**src/rtl/uart_rx_param.sv**
```systemverilog
// uart_rx_param: parametrised UART receiver with runtime baud divisor,
// 3-sample majority voting, false-start rejection, optional parity and
// second stop bit, valid/ready holding register, overrun and break detection.
module uart_rx_param #(
    parameter int DATA_BITS  = 8,
    parameter int OVERSAMPLE = 16,
    parameter int DIV_WIDTH  = 16
) (
    input  logic                 clk,
    input  logic                 reset,
    input  logic                 rx_en,
    input  logic                 rxd,
    input  logic [DIV_WIDTH-1:0] baud_div,
    input  logic [1:0]           parity_mode,
    input  logic                 two_stop,
    output logic [DATA_BITS-1:0] rx_data,
    output logic                 rx_valid,
    input  logic                 rx_ready,
    output logic                 rx_perror,
    output logic                 rx_ferror,
    output logic                 rx_overrun,
    output logic                 rx_break,
    output logic                 rx_busy
);

    localparam int S_W = $clog2(OVERSAMPLE);
    localparam int B_W = $clog2(DATA_BITS);

    // Sample indices inside one bit period: two early samples, the decision
    // sample, and the last sample where the bit period wraps.
    localparam logic [S_W-1:0] S_A    = S_W'(OVERSAMPLE/2 - 1);
    localparam logic [S_W-1:0] S_B    = S_W'(OVERSAMPLE/2);
    localparam logic [S_W-1:0] S_D    = S_W'(OVERSAMPLE/2 + 1);
    localparam logic [S_W-1:0] S_LAST = S_W'(OVERSAMPLE - 1);
    localparam logic [B_W-1:0] B_LAST = B_W'(DATA_BITS - 1);

    typedef enum logic [2:0] {
        IDLE,
        START,
        DATA,
        PARITY,
        STOP1,
        STOP2,
        BREAK
    } state_t;

    state_t state, state_nxt;

    // Synchroniser flops for the asynchronous pin
    logic rxd_p0, rxd_p1;

    // Baud tick generation
    logic [DIV_WIDTH-1:0] div_cnt;
    logic [DIV_WIDTH-1:0] div_lat;
    logic [DIV_WIDTH-1:0] div_eff;
    logic                 tick;

    // Bit sampling
    logic [S_W-1:0] s_cnt;
    logic [B_W-1:0] bit_cnt;
    logic           samp_a, samp_b;
    logic           vote;
    logic           dec;
    logic           bit_end;

    // Frame assembly
    logic [DATA_BITS-1:0] shreg;
    logic                 par_en_r, par_odd_r, two_stop_r;
    logic                 par_bit_r, perr_r, ferr_r;
    logic                 frame_zero;

    // FSM outputs
    logic frame_done;
    logic frame_ferr;
    logic brk_det;

    // Holding register handshake
    logic accept;
    logic load;

    function automatic logic majority3(input logic a, input logic b, input logic c);
        return (a & b) | (a & c) | (b & c);
    endfunction

    assign div_eff    = (baud_div == '0) ? DIV_WIDTH'(1) : baud_div;
    assign tick       = (state != IDLE) && (div_cnt == div_lat - 1'b1);
    assign dec        = tick && (s_cnt == S_D);
    assign bit_end    = tick && (s_cnt == S_LAST);
    assign vote       = majority3(samp_a, samp_b, rxd_p1);
    assign frame_zero = (shreg == '0) && !par_bit_r;
    assign accept     = rx_valid && rx_ready;
    assign load       = frame_done && (!rx_valid || rx_ready);
    assign rx_busy    = (state != IDLE);

    // Two-flop synchroniser, idles high so reset cannot fake a start bit
    always_ff @(posedge clk) begin
        if (reset) begin
            rxd_p0 <= 1'b1;
            rxd_p1 <= 1'b1;
        end else begin
            rxd_p0 <= rxd;
            rxd_p1 <= rxd_p0;
        end
    end

    // Sample-tick divider; held at 0 in IDLE so sampling aligns to the start edge
    always_ff @(posedge clk) begin
        if (reset) begin
            div_cnt <= '0;
            div_lat <= DIV_WIDTH'(1);
        end else if (state == IDLE || tick) begin
            div_cnt <= '0;
            div_lat <= div_eff;
        end else begin
            div_cnt <= div_cnt + 1'b1;
        end
    end

    // FSM state register
    always_ff @(posedge clk) begin
        if (reset) state <= IDLE;
        else       state <= state_nxt;
    end

    // FSM next-state and frame completion / break decisions
    always_comb begin
        state_nxt  = state;
        frame_done = 1'b0;
        frame_ferr = ferr_r;
        brk_det    = 1'b0;
        case (state)
            IDLE: begin
                if (!rxd_p1) state_nxt = START;
            end
            START: begin
                if (dec && vote)  state_nxt = IDLE;
                else if (bit_end) state_nxt = DATA;
            end
            DATA: begin
                if (bit_end && bit_cnt == B_LAST) state_nxt = par_en_r ? PARITY : STOP1;
            end
            PARITY: begin
                if (bit_end) state_nxt = STOP1;
            end
            STOP1: begin
                if (dec) begin
                    if (!vote && frame_zero) begin
                        brk_det   = 1'b1;
                        state_nxt = BREAK;
                    end else if (!two_stop_r) begin
                        // Finish at mid-bit to leave margin for the next start edge
                        frame_done = 1'b1;
                        frame_ferr = ~vote;
                        state_nxt  = IDLE;
                    end
                end else if (bit_end) begin
                    state_nxt = STOP2;
                end
            end
            STOP2: begin
                if (dec) begin
                    frame_done = 1'b1;
                    frame_ferr = ferr_r | ~vote;
                    state_nxt  = IDLE;
                end
            end
            BREAK: begin
                if (rxd_p1) state_nxt = IDLE;
            end
            default: state_nxt = IDLE;
        endcase
        if (!rx_en) begin
            state_nxt  = IDLE;
            frame_done = 1'b0;
            brk_det    = 1'b0;
        end
    end

    // Sample counter, voting samples, frame options and status flags
    always_ff @(posedge clk) begin
        if (reset) begin
            s_cnt      <= '0;
            bit_cnt    <= '0;
            samp_a     <= 1'b1;
            samp_b     <= 1'b1;
            par_en_r   <= 1'b0;
            par_odd_r  <= 1'b0;
            two_stop_r <= 1'b0;
            par_bit_r  <= 1'b0;
            perr_r     <= 1'b0;
            ferr_r     <= 1'b0;
        end else if (state == IDLE) begin
            s_cnt   <= '0;
            bit_cnt <= '0;
            if (state_nxt == START) begin
                par_en_r   <= ^parity_mode;
                par_odd_r  <= (parity_mode == 2'b10);
                two_stop_r <= two_stop;
                par_bit_r  <= 1'b0;
                perr_r     <= 1'b0;
                ferr_r     <= 1'b0;
            end
        end else if (tick) begin
            s_cnt <= (s_cnt == S_LAST) ? '0 : s_cnt + 1'b1;
            if (s_cnt == S_A) samp_a <= rxd_p1;
            if (s_cnt == S_B) samp_b <= rxd_p1;
            if (s_cnt == S_D) begin
                case (state)
                    PARITY: begin
                        par_bit_r <= vote;
                        perr_r    <= vote != (^shreg ^ par_odd_r);
                    end
                    STOP1:   ferr_r <= ~vote;
                    default: ;
                endcase
            end
            if (state == DATA && s_cnt == S_LAST)
                bit_cnt <= (bit_cnt == B_LAST) ? '0 : bit_cnt + 1'b1;
        end
    end

    // Data shift register, LSB first; cleared at each new start
    always_ff @(posedge clk) begin
        if (state == IDLE && state_nxt == START)
            shreg <= '0;
        else if (state == DATA && dec)
            shreg <= {vote, shreg[DATA_BITS-1:1]};
    end

    // Holding register with valid/ready handshake, overrun and break outputs
    always_ff @(posedge clk) begin
        if (reset) begin
            rx_data    <= '0;
            rx_valid   <= 1'b0;
            rx_perror  <= 1'b0;
            rx_ferror  <= 1'b0;
            rx_overrun <= 1'b0;
            rx_break   <= 1'b0;
        end else begin
            rx_break <= brk_det;
            if (load) begin
                rx_data   <= shreg;
                rx_perror <= perr_r;
                rx_ferror <= frame_ferr;
                rx_valid  <= 1'b1;
            end else if (accept) begin
                rx_valid <= 1'b0;
            end
            if (frame_done && !load) rx_overrun <= 1'b1;
            else if (accept)         rx_overrun <= 1'b0;
        end
    end

endmodule

```
**config.mk**
```make
export PLATFORM = sky130hd
export DESIGN_NAME = uart_rx_param
export DESIGN_NICKNAME = d
export VERILOG_FILES = /design/src/rtl/uart_rx_param.sv
export SDC_FILE = /design/constraint.sdc
export NUM_CORES = 1
export LEC_CHECK = 0
export CORE_MARGIN = 2
export CORE_UTILIZATION = 53
export CTS_BUF_LIST = sky130_fd_sc_hd__clkbuf_2 sky130_fd_sc_hd__clkbuf_4 sky130_fd_sc_hd__clkbuf_8
export DETAILED_ROUTE_END_ITERATION = 10
export DONT_BUFFER_PORTS = 1
export HOLD_SLACK_MARGIN = 0.1
export PLACE_DENSITY = 0.68
export REMOVE_ABC_BUFFERS = 1
export SLEW_MARGIN = 15
export SYNTH_ARGS = -nofsm -noshare
export SYNTH_HDL_FRONTEND = slang
export SYNTH_SLANG_ARGS = --single-unit
```
**constraint.sdc**
```tcl
create_clock -name clk -period 6.4 [get_ports clk]
set_clock_uncertainty 0.2 [all_clocks]
set_input_delay 0.64 -clock clk [delete_from_list [all_inputs] [get_ports clk]]
set_output_delay 0.64 -clock clk [all_outputs]
set_load 0.01 [all_outputs]
```
# Yosys cells after proc, flatten, opt, wreduce, memory -nomap -nowiden
# Index checks and enable logic that the tools add are counted.
[word_totals]
wordCells = 139
inputBits = 24
register_bits = 73
[classes]
addsub = 4
n_mux = 45
n_eq_ne = 16
bitwise = 12
reduce_logical = 40
[op_table]
columns = ["op", "count"]
rows = [
  ["$mux W3", 14],
  ["$mux W1", 26],
  ["$pmux W3 S7", 1],
  ["$add A16 B1 Y16 const B", 1],
  ["$eq A16 B16 Y1", 1],
  ["$logic_not A16 Y1", 1],
  ["$mux W16", 1],
  ["$sub A16 B1 Y16 const B", 1],
  ["$logic_and A1 B1 Y1", 13],
  ["$eq A3 B3 Y1 const B", 4],
  ["$eq A4 B4 Y1 const B", 3],
  ["$reduce_bool A2 Y1", 6],
  ["$logic_not A8 Y1", 1],
  ["$reduce_and A4 Y1", 2],
  ["$reduce_xor A8 Y1", 1],
  ["$eq A3 B1 Y1 const B", 2],
  ["$eq A3 B2 Y1 const B", 2],
  ["$reduce_and A3 Y1", 2],
  ["$not A1 Y1", 5],
  ["$add A4 B1 Y4 const B", 1],
  ["$eq A4 B3 Y1 const B", 1],
  ["$logic_not A1 Y1", 4],
  ["$mux W4", 1],
  ["$pmux W1 S2", 2],
  ["14 further kinds", 21],
]

# Depth between registers and ports, before layout
[logic_depth]
word_depth = 13
mapped_depth = 13

# Least setup slack after synthesis
# Ideal clock, no wire load.
[synth_timing]
path_kind = "register -> register"
startpoint = "register div_lat[0]"
endpoint = "register shreg[6]"
setup_ns = 0.126
path_slack_ns = 3.547
period_less_slack_ns = 2.853
arrival_ns = 2.526
n_path_buf = 3
stages_incl_launch_ff = 14
cell_sequence = "dfxtp_1 > clkbuf_1 > inv_1 > ha_1 > xnor2_1 > a211oi_1 > o211ai_1 > a2111oi_0 > and4b_1 > buf_6 > and4b_1 > buf_4 > mux2i_1 > nor2_1"
[synth_via]
elab_chain_cells = 10
word_cells_on_any_way = 19
cone_classes = "add/sub (1); eq/ne (2); mux (9); reduce/logical (7)"
[synth_rtl]
columns = ["element", "line_no", "source"]
rows = [
  ["start: declaration", "54", "logic [DIV_WIDTH-1:0] div_lat;"],
  ["start signal: assignment", "113", "div_lat <= div_eff;"],
  ["$sub A16 B1 Y16 (*)", "86", "assign tick = (state != IDLE) && (div_cnt == div_lat - 1'b1);"],
  ["$eq A16 B16 Y1 (*)", "86", ""],
  ["$logic_and A1 B1 Y1 (*)", "86", ""],
  ["$logic_and A1 B1 Y1, on equally long branches", "88, 87", ""],
  ["$mux W3, or another cell as far along", "156", "end else if (bit_end) begin"],
  ["$mux W3, on equally long branches", "146, 136, 140", ""],
  ["$pmux W3 S7", "131", "case (state)"],
  ["$mux W3", "172", "if (!rx_en) begin"],
  ["$eq A3 B1 Y1", "224", "if (state == IDLE && state_nxt == START)"],
  ["$logic_and A1 B1 Y1", "224", ""],
  ["end signal: assignment", "227", "shreg <= {vote, shreg[DATA_BITS-1:1]};"],
  ["end: declaration", "67", "logic [DATA_BITS-1:0] shreg;"],
]
# Every way passes the cells marked *; elsewhere a longest branch is shown, timed or not.
# A chain may end at the register's enable or synchronous reset.

# Worst setup path in the final report
[layout_timing]
startpoint = "register div_lat[2]"
endpoint = "register rx_ferror"
[layout_via]
elab_chain_cells = 8
word_cells_on_any_way = 12
cone_classes = "add/sub (1); eq/ne (1); mux (7); reduce/logical (3)"
[layout_rtl]
columns = ["element", "line_no", "source"]
rows = [
  ["$sub A16 B1 Y16 (*)", "86", ""],
  ["$eq A16 B16 Y1 (*)", "86", ""],
  ["$logic_and A1 B1 Y1 (*)", "86", ""],
  ["$logic_and A1 B1 Y1 (*)", "87", "assign dec = tick && (s_cnt == S_D);"],
  ["$mux W1, on equally long branches", "161, 146", ""],
  ["$pmux W1 S2", "131", ""],
  ["$mux W1", "172", ""],
  ["$logic_and A1 B1 Y1", "92", "assign load = frame_done && (!rx_valid || rx_ready);"],
  ["end signal: assignment", "244", "rx_ferror <= frame_ferr;"],
  ["end: declaration", "20", "output logic rx_ferror,"],
]
# Marked as above.

==> impl_metrics.yaml <==
status:
  status: "finished, final reports clean"
sta:
  worst_slack_ns: 2.494
  worst_pin_slew_ns: 0.8903
  fmax_mhz: 256.0
  setup_tns_ns: 0
  report.final.slew_viol_count: 0
  final-hold-violation-count: 0
  finalSetupViolCount: 0
  slew_headroom: 0.4015
  period_share: 0.6104
  rsz0062_at_grt: "no"
  period_minus_slack_ns: 3.906
synth:
  synth-seq-cells: 73
  ys_warn_count: 0
  syn_area_um2: 3876
  avgSynthCellArea_um2: 8.790
  synthFlopType: "dfxtp_1"
  async_flop_share: 0
  synth_enable_flop_cells: 0
  synthCells: 441
  yosysSeqAreaShare: 0.3770
  synth.distinct_cells: 60
die:
  io_pins: 38
  core_area_um2: 7176
  die_width_um: 89.52
  rows: 31
  start_util: 0.5402
  die_h_um: 89.52
  design.die.area_um2: 8014
finish:
  final_common_cell: "dfxtp_1"
  area_growth_syn_to_layout_pct: 5.358
  n_antenna_cell: 0
  nets: 466
  fin_cells: 534
  drive_gt1_frac: 0.06667
  most-common-layout-cells: "73 x dfxtp_1, 64 x nor2_1, 29 x mux2i_1, 23 x xnor2_1"
global_routing:
  grt-busiest-layer: "met2"
  grt_pass1_vias: 2801
  met2_usage: 0.3380
  grt_start_max_net_pins: 33
  antenna_found_initial: 0
  grt_overflow: 0
  gr-usage-all-layers: 0.2229
  grt_use_met3: 0.05355
  grt_pass1_wl_mm: 13.63
  use_met1: 0.3082
setup_path:
  critical_path_class: "reg -> reg"
  crit_chain: "nor4_2 > a21oi_1 > xnor2_1 > a2111oi_0 > and4b_1 > nand3_1 > nor2_1 > a221oi_2"
  max_stage_delay_ns: 0.82
  critPathBufInv: 0
  critPathSlowestCell: "nor4_2"
  required_ns: 6.41
  arrival_ns: 3.92
  critPathLaunchType: "flip-flop"
  crit_fanout: 12
  critical_path.top_delay_family: "simple AND/OR/NAND/NOR gates"
  end_kind: "flip-flop"
drt:
  ant_nets: 0
  drt_pass1_iterations: 4
  drc_errors: 0
  wirelength_mm: 8.395
  via_per_inst: 5.732
  routed-via-count: 3061
  wl_per_cell_um: 15.72
  drt_iter0_drc: 147
clocking:
  post_cts_buffers: 0
  numCtsBuffers: 9
  cts_buffer_depth: 2
  worstSkewPairLatency_ns: 0.35
  cts_num_sinks: 73
  ctsRootBufferMaster: "clkbuf_8"
  tritoncts: "built"
  htreeDepth: 3
  clk_pin_slew_ns: 0.08
  postCtsResizedCells: 0
  ctsHoldBuffers: 0
min_path:
  hp-class: "in -> reg"
flow_run:
  drv_cap: 0
placed_design:
  dp_slack_ns: 2.558
  io_buffer_count: 0
  dp_cells: 517
  place.gp.congestion: 0.8939
  dp_hpwl_mm: 6.110
power_and_ir_drop:
  fin_total_pwr_mw: 0.9168
  leakagePower_nw: 1.462
  power_density_nw_per_um2: 224.5
  ir_drop_mv: 0.1604
-- flip-flops by register name (all words and copies together), names as in the netlist, 3 cells and up --
name / count
shreg: 8
rx_data: 8
s_cnt: 4
div_cnt: 16
bit_cnt: 3
div_lat: 16
state: 3
-- layer usage --
layer	vias up	wire, um
met3	11	481
met2	72	3635
li1	1548	-
met1	1430	4129
met4	0	148
met5	-	0
-- metrics by stage --
stage               area [um^2]    util  hold WS, ns
floorplan                  3754       -       0.1895
global placement           3877  0.5404       0.1916
detailed placement         3877  0.5404       0.1944
CTS                        4079  0.5684       0.1368
global route               4084  0.5691       0.1341
finish                     4084  0.5691       0.1471
-- layout make-up --
cell class	count	area, um^2
Inverter	23	86.33
Sequential cell	73	1461
Timing Repair Buffer	1	5.005
Fill cell	661	3092
Tap cell	99	123.9
Clock inverter	7	77.57
Clock buffer	9	123.9
Multi-Input combinational cell	322	2206
-- path summary, 6_finish.rpt --
check                                        startpoint                       to  slack [ns]  cells past startpoint
worst max-delay path            div_lat[2]$_SDFFE_PP0P_   rx_ferror$_SDFFE_PP0P_        2.49                      8
worst min-delay path                              reset  rx_data[5]$_SDFFE_PP0P_        0.15                      1
worst max register to register  div_lat[2]$_SDFFE_PP0P_   rx_ferror$_SDFFE_PP0P_        2.49                      8
worst min register to register        rxd_p0$_SDFF_PP1_        rxd_p1$_SDFF_PP1_        0.22                      1
-- cells in the mapped netlist (all sizes together), types with 2 or more instances --
| master | instances | area [um^2] |
|---|---|---|
| a31oi | 4 | 25.02 |
| buf | 11 | 77.56 |
| xor2 | 14 | 122.6 |
| nand4 | 9 | 56.30 |
| nand3 | 13 | 77.58 |
| nor4 | 10 | 75.07 |
| dfxtp | 73 | 1461 |
| ha | 12 | 150.1 |
| nand2b | 2 | 12.51 |
| o21ai | 3 | 15.01 |
| o2111ai | 4 | 35.03 |
| nor2b | 3 | 18.77 |
| nor3 | 12 | 60.06 |
| o31ai | 5 | 51.30 |
| o211ai | 3 | 22.52 |
| a211oi | 9 | 67.56 |
| nand3b | 4 | 30.03 |
| clkbuf | 12 | 45.04 |
| and2 | 6 | 37.54 |
| and3 | 9 | 56.30 |
| nand4b | 3 | 26.28 |
| nor3b | 4 | 30.03 |
| mux2i | 29 | 290.3 |
| a21oi | 15 | 75.07 |
| a22o | 9 | 78.83 |
| or2 | 2 | 12.51 |
| nand2 | 23 | 88.84 |
| o21a | 2 | 15.01 |
| or3 | 5 | 31.28 |
| and4b | 2 | 20.02 |
| nor2 | 66 | 257.8 |
| inv | 22 | 82.58 |
| xnor2 | 23 | 201.4 |
| a41o | 2 | 20.02 |
-- worst reg2reg max path, delay by kind of cell, from the launching register on --
family	cells	cell delay, ns
XOR/XNOR	1	0.18
AND/OR/NAND/NOR	4	2.25
flip-flops	1	0.39
AO/OA/AOI/OAI	3	0.75
-- power by group --
group	leakage (nW)	switching, mW	internal, mW
clock	0.100	0.185	0.183
combinational	0.768	0.0361	0.0323
sequential	0.593	0.0164	0.464
-- kinds of logic after synthesis --
family / synth area share
and+or+nand+nor: 0.2398
DFF: 0.3770
AOI/OAI and AO/OA: 0.1294
buffers and inverters: 0.05390
xor gates and xnor gates: 0.08360
muxes: 0.07489
adders and majority gates: 0.04132
(Power assumes the default switching activity.)
